### src/rtl/keyboard_ps2_rx_ctrl.sv
// -----------------------------------------------------------------------------
// keyboard_ps2_rx_ctrl
// PS/2 keyboard receive controller. Detects falling edges of the debounced
// PS/2 clock, assembles an 11-bit frame (start, 8 data LSB-first, odd parity,
// stop), validates it and queues good bytes in a circular FIFO.
//
// Optional build macro: KEYBOARD_PS2_RX_TIMEOUT_EN
//   defined   - a 16-bit inter-edge watchdog aborts a stalled frame after
//               TIMEOUT cycles with an oFRAME_ERR pulse.
//   undefined - no watchdog; a truncated frame is only recovered by reset.
// -----------------------------------------------------------------------------
module keyboard_ps2_rx_ctrl #(
  parameter int FIFO_DEPTH_N = 4,
  parameter int TIMEOUT      = 50000
) (
  input  logic                    iCLOCK,
  input  logic                    inRESET,
  input  logic                    iRESET_SYNC,
  input  logic                    iPS2_CLK,
  input  logic                    iPS2_DATA,
  output logic                    oDATA_VALID,
  output logic [7:0]              oDATA,
  input  logic                    iDATA_REQ,
  output logic [FIFO_DEPTH_N:0]   oCOUNT,
  output logic                    oBUSY,
  output logic                    oPARITY_ERR,
  output logic                    oFRAME_ERR,
  output logic                    oOVERFLOW
);

  localparam int DEPTH = 1 << FIFO_DEPTH_N;

  typedef enum logic {
    S_IDLE = 1'b0,
    S_RECV = 1'b1
  } state_t;

  state_t                  r_state;
  state_t                  w_next_state;

  logic                    r_prev_clk;
  logic [3:0]              r_bit_cnt;
  logic [8:0]              r_shift;     // {parity, data[7:0]} once complete
  logic                    r_parity_err;
  logic                    r_frame_err;
  logic                    r_overflow;

  logic [7:0]              r_mem [DEPTH];
  logic [FIFO_DEPTH_N-1:0] r_wr_ptr;
  logic [FIFO_DEPTH_N-1:0] r_rd_ptr;
  logic [FIFO_DEPTH_N:0]   r_count;

  logic                    w_fall;
  logic                    w_stop_edge;
  logic                    w_timeout;
  logic                    w_full;
  logic                    w_pop;
  logic                    w_push;
  logic                    w_parity_err;
  logic                    w_frame_err;
  logic                    w_overflow;

  assign w_fall      = r_prev_clk & ~iPS2_CLK;
  assign w_stop_edge = (r_state == S_RECV) && w_fall && (r_bit_cnt == 4'd9);
  assign w_full      = (r_count == (FIFO_DEPTH_N+1)'(DEPTH));
  assign w_pop       = iDATA_REQ && oDATA_VALID;

`ifdef KEYBOARD_PS2_RX_TIMEOUT_EN
  localparam logic [15:0] TIMEOUT_LAST = 16'(TIMEOUT - 1);

  logic [15:0] r_timer;

  // Inter-edge watchdog: restarts on entry to RECV and on every clock fall.
  always_ff @(posedge iCLOCK or negedge inRESET) begin
    if (!inRESET) begin
      r_timer <= '0;
    end else if (iRESET_SYNC || w_fall || (r_state != S_RECV)) begin
      r_timer <= '0;
    end else begin
      r_timer <= r_timer + 16'd1;
    end
  end

  // A fall in the expiry cycle takes precedence over the timeout.
  assign w_timeout = (r_state == S_RECV) && !w_fall && (r_timer == TIMEOUT_LAST);
`else
  assign w_timeout = 1'b0;
`endif

  // State register.
  always_ff @(posedge iCLOCK or negedge inRESET) begin
    // NOTE: sequential state uses non-blocking assignments so every register
    // samples pre-edge values regardless of block ordering.
    if (!inRESET) begin
      r_state <= S_IDLE;
    end else if (iRESET_SYNC) begin
      r_state <= S_IDLE;
    end else begin
      r_state <= w_next_state;
    end
  end

  // Next-state logic: enter RECV on a start bit, leave on stop bit or timeout.
  always_comb begin
    // NOTE: default assignment first so no path leaves the signal unassigned,
    // which would otherwise infer a latch.
    w_next_state = r_state;
    unique case (r_state)
      S_IDLE: if (w_fall && !iPS2_DATA)    w_next_state = S_RECV;
      S_RECV: if (w_stop_edge || w_timeout) w_next_state = S_IDLE;
      default: w_next_state = S_IDLE;
    endcase
  end

  // Output decode: frame verdict in priority order framing, parity, overflow.
  always_comb begin
    w_push       = 1'b0;
    w_parity_err = 1'b0;
    w_frame_err  = 1'b0;
    w_overflow   = 1'b0;
    unique case (r_state)
      S_IDLE: begin
        if (w_fall && iPS2_DATA) w_frame_err = 1'b1;
      end
      S_RECV: begin
        if (w_stop_edge) begin
          if (!iPS2_DATA)            w_frame_err  = 1'b1;
          else if (!(^r_shift))      w_parity_err = 1'b1;
          else if (w_full && !w_pop) w_overflow   = 1'b1;
          else                       w_push       = 1'b1;
        end else if (w_timeout) begin
          w_frame_err = 1'b1;
        end
      end
      default: ;
    endcase
  end

  // Edge detector, bit sequencer and registered error pulses.
  always_ff @(posedge iCLOCK or negedge inRESET) begin
    if (!inRESET) begin
      r_prev_clk   <= 1'b1;
      r_bit_cnt    <= '0;
      r_shift      <= '0;
      r_parity_err <= 1'b0;
      r_frame_err  <= 1'b0;
      r_overflow   <= 1'b0;
    end else if (iRESET_SYNC) begin
      r_prev_clk   <= 1'b1;
      r_bit_cnt    <= '0;
      r_shift      <= '0;
      r_parity_err <= 1'b0;
      r_frame_err  <= 1'b0;
      r_overflow   <= 1'b0;
    end else begin
      r_prev_clk   <= iPS2_CLK;
      r_parity_err <= w_parity_err;
      r_frame_err  <= w_frame_err;
      r_overflow   <= w_overflow;
      if (r_state == S_IDLE) begin
        if (w_fall && !iPS2_DATA) r_bit_cnt <= '0;
      end else if (w_fall && !w_stop_edge) begin
        r_shift   <= {iPS2_DATA, r_shift[8:1]};
        r_bit_cnt <= r_bit_cnt + 4'd1;
      end
    end
  end

  // FIFO storage.
  always_ff @(posedge iCLOCK) begin
    // NOTE: the data array has no reset; validity is tracked by the pointers
    // and count, so clearing storage would only add reset fan-out.
    if (w_push) r_mem[r_wr_ptr] <= r_shift[7:0];
  end

  // FIFO pointers and occupancy; pointers wrap naturally at the depth.
  always_ff @(posedge iCLOCK or negedge inRESET) begin
    if (!inRESET) begin
      r_wr_ptr <= '0;
      r_rd_ptr <= '0;
      r_count  <= '0;
    end else if (iRESET_SYNC) begin
      r_wr_ptr <= '0;
      r_rd_ptr <= '0;
      r_count  <= '0;
    end else begin
      if (w_push) r_wr_ptr <= r_wr_ptr + 1'b1;
      if (w_pop)  r_rd_ptr <= r_rd_ptr + 1'b1;
      unique case ({w_push, w_pop})
        2'b10:   r_count <= r_count + (FIFO_DEPTH_N+1)'(1);
        2'b01:   r_count <= r_count - (FIFO_DEPTH_N+1)'(1);
        default: r_count <= r_count;
      endcase
    end
  end

  assign oDATA_VALID = (r_count != '0);
  assign oDATA       = oDATA_VALID ? r_mem[r_rd_ptr] : 8'h00;
  assign oCOUNT      = r_count;
  assign oBUSY       = (r_state == S_RECV);
  assign oPARITY_ERR = r_parity_err;
  assign oFRAME_ERR  = r_frame_err;
  assign oOVERFLOW   = r_overflow;

endmodule

### config.mk
export PLATFORM = sky130hd
export DESIGN_NAME = keyboard_ps2_rx_ctrl
export DESIGN_NICKNAME = d
export VERILOG_FILES = /design/src/rtl/keyboard_ps2_rx_ctrl.sv
export SDC_FILE = /design/constraint.sdc
export NUM_CORES = 1
export LEC_CHECK = 0
export ABC_AREA = 1
export CORE_UTILIZATION = 30
export DETAILED_ROUTE_END_ITERATION = 10
export GPL_TIMING_DRIVEN = 0
export PLACE_DENSITY = 0.53
export SLEW_MARGIN = 0
export SYNTH_ARGS = -nofsm -noshare
export SYNTH_HDL_FRONTEND = slang
export SYNTH_SLANG_ARGS = --single-unit
### constraint.sdc
create_clock -name iCLOCK -period 3.75 [get_ports iCLOCK]
set_input_delay 0.375 -clock iCLOCK [delete_from_list [all_inputs] [get_ports iCLOCK]]
set_output_delay 0.375 -clock iCLOCK [all_outputs]
set_load 0.02 [all_outputs]
==> impl_metrics.tcl <==
set metrics [dict create \
    outcome "finished clean" \
    tns_ns 0 \
    dieWidth_um 153 \
    fin_util_pct 36.1 \
    ir_drop_mv 0.312 \
    syn_area_sq_um 6820 \
    worst_pin_slew_ns 0.849 \
    start_kind "register" \
    post_cts_buffers 0 \
    required_ns 3.38 \
    gp_congestion 0.916 \
    synthCells 594 \
    fin_worst_skew_ns 0.0115 \
    clk_path_buf_depth 2 \
    wl_per_cell_um 18.7 \
    fin_crit_sh_pct 95.3 \
    synthFlopType "edfxtp_1" \
    hold_class "in2async" \
    diodes 0 \
    portBuffers 22 \
    cts_tree "done" \
    synth_cell_types 36 \
    slowest_delay_ns 0.65 \
    vias_per_cell 5.06 \
    seq_area_frac_synth_pct 67.8 \
    powerDensity_nw_per_um2 603 \
    setup_viol 0 \
    dieArea_sq_um 23300 \
    ys_warn_count 0 \
    worstPathMaxFanout 10 \
    final_common_cell "edfxtp_1" \
    grt-ovfl-total 0 \
    grt_max_degree 32 \
    netlist_top_cells_area "edfxtp_1 (56%), dfrtp_1 (11%), nor2_1 (5.9%)" \
    synth_seq_cells 159 \
    area.growth.synth_to_final_pct 16.5 \
    antenna_left 0 \
    async_flop_share_pct 19.5 \
    finalHoldWorstSlack_ns 0.0100 \
    fin_ws_ns 0.175 \
    ioPinCount 24 \
    slew_violations 0 \
    post-place-ws_ns 0.499 \
    critical_path_arrival_ns 3.20 \
    fin_crit_ns 3.58 \
    layout_common_cells "edfxtp_1 (128), nor2_1 (107), o21ai_0 (80), nand2_1 (54), inv_1 (38)" \
    leakage_nw 2.88 \
    drt_wl_total_um 17300 \
    first_global_vias 4744 \
    clk_latency_ns 0.43 \
    cts_root_buf "clkbuf_16" \
    cts-buffers-inserted 17 \
    track_usage_pct 15.7 \
    synth_top_area_share_pct 56.4 \
    rsz0062_at_grt "no" \
    syn_avg_cell_area_sq_um 11.5 \
    maxCapViolCount 0 \
    yosys.area.top_type "edfxtp_1" \
    grt_pass1_wl_um 27100 \
    grt_antenna_before_repair 0 \
    fin_nets 650 \
    critical_path_buf_inv_count 3 \
    vias 4698 \
    core_sq_um 22000 \
    drive_gt1_share_pct 9.26 \
    crit_slowest_cell "clkdlybuf4s50_1" \
    start_util_pct 31.0 \
    dp_hpwl_um 11400 \
    synth.net_count 609 \
    slew_headroom_pct 43.2 \
    path_class "reg2out" \
    final_hold_viol_count 0 \
    path_cells "inv_1, clkbuf_1, o21ai_0, o22ai_1, nor2_1, nor2_1, o21ai_0, a21oi_1, clkdlybuf4s50_1" \
    clock_sinks 159 \
    fmax_mhz 280 \
    first_pass_iters 7 \
    synth_enable_flop_cells 128 \
    drc 0 \
    clk_pin_slew_ns 0.06 \
    core.rowCount 54 \
    drt_iter0_markers 335 \
    fill_cells 2157 \
    end_kind "output port" \
    die_h_um 153 \
    path_delay_family "buffers and inverters" \
    htree_levels 4 \
]
-- timing repair --
action | 4_1_cts | 5_1_grt
gates resized for setup | 0 | 2
setup endpoints to repair | 0 | 3
hold buffers | 0 | 0
-- Yosys cell counts (2+ instances only) --
| master | count |
|---|---|
| o221ai_1 | 20 |
| inv_4 | 3 |
| nand4_1 | 4 |
| nand3_4 | 2 |
| nand3_2 | 2 |
| a21oi_1 | 16 |
| nor3_1 | 4 |
| o21ai_0 | 80 |
| nor2_1 | 107 |
| nand2_1 | 54 |
| dfrtp_1 | 30 |
| clkinv_1 | 2 |
| edfxtp_1 | 128 |
| inv_2 | 2 |
| xnor2_1 | 2 |
| buf_2 | 5 |
| clkbuf_1 | 19 |
| ha_1 | 9 |
| a211oi_1 | 4 |
| nand2_2 | 2 |
| nand3_1 | 24 |
| o22ai_1 | 20 |
| inv_1 | 38 |
| nor2_2 | 3 |
| nand2_4 | 3 |
-- report_power, final --
group	internal (mW)	leakage [nW]	total, mW	switching (mW)
Sequential	1.92	1.63	1.97	0.0520
Combinational	0.404	0.976	1.17	0.768
Clock	0.923	0.271	1.65	0.726
-- per-stage QoR --
stage	std cells	cell area [sq um]	total power, mW
5_1_grt	928	7950	5.00
2_1_floorplan	594	6820	2.71
3_5_place_dp	896	7380	3.17
4_1_cts	928	7940	4.81
6_report	928	7950	4.79
3_3_place_gp	896	7390	3.15
-- per-layer routing --
metal  global-route usage (%)  up-vias  part of all wire, %  wire length, um
li1                         -     2214                    -                -
met1                     21.0     2313                   46             7990
met3                     4.04       19                  6.2             1070
met2                     25.1      152                   46             8050
met4                     4.52        0                  1.3              230
met5                        0        -                    0                0
-- cell families after synthesis --
family / count (synthesis) / synth area share, %
AOI/OAI and AO/OA: 143 / 12.3
adders and majority gates: 9 / 1.65
buffers and inverters: 70 / 4.11
DFF: 159 / 67.8
xor gates and xnor gates: 2 / 0.257
and+or+nand+nor: 211 / 13.9
-- layout make-up --
cell class / instances / area (sq um) / share of cell area, %
multi-input combinational: 365 / 1920 / 24.1
timing repair buffer: 22 / 215 / 2.71
clock inverter: 14 / 131 / 1.65
clock buffer: 18 / 429 / 5.40
inverter: 45 / 176 / 2.22
sequential: 159 / 4620 / 58.2
buffer: 25 / 105 / 1.32
tap: 280 / 350 / 4.41
-- final timing paths --
path / from / endpoint / slack, ns / cells past startpoint
worst max-delay path: r_rd_ptr[1]$_DFFE_PN0P_ / oDATA[4] / 0.17 / 9
worst min-delay path: inRESET / oCOUNT[0]$_DFFE_PN0P_ / 0.01 / 1
worst max register to register: r_shift[3]$_DFFE_PN0P_ / r_mem[3][4]$_DFFE_PP_ / 0.55 / 10
worst min register to register: oBUSY$_DFF_PN0_ / oFRAME_ERR$_DFF_PN0_ / 0.55 / 1
max in group asynchronous: inRESET / r_shift[2]$_DFFE_PN0P_ / 3.28 / 1
min in group iCLOCK: iRESET_SYNC / r_rd_ptr[1]$_DFFE_PN0P_ / 0.25 / 2
-- sequential cells by signal, indices dropped and copies added (netlist names), 4 cells and up --
signal	count
r_bit_cnt	4
r_shift	9
r_wr_ptr	4
r_mem	128
oCOUNT	5
r_rd_ptr	4
Power figures use the tool's default switching activity.
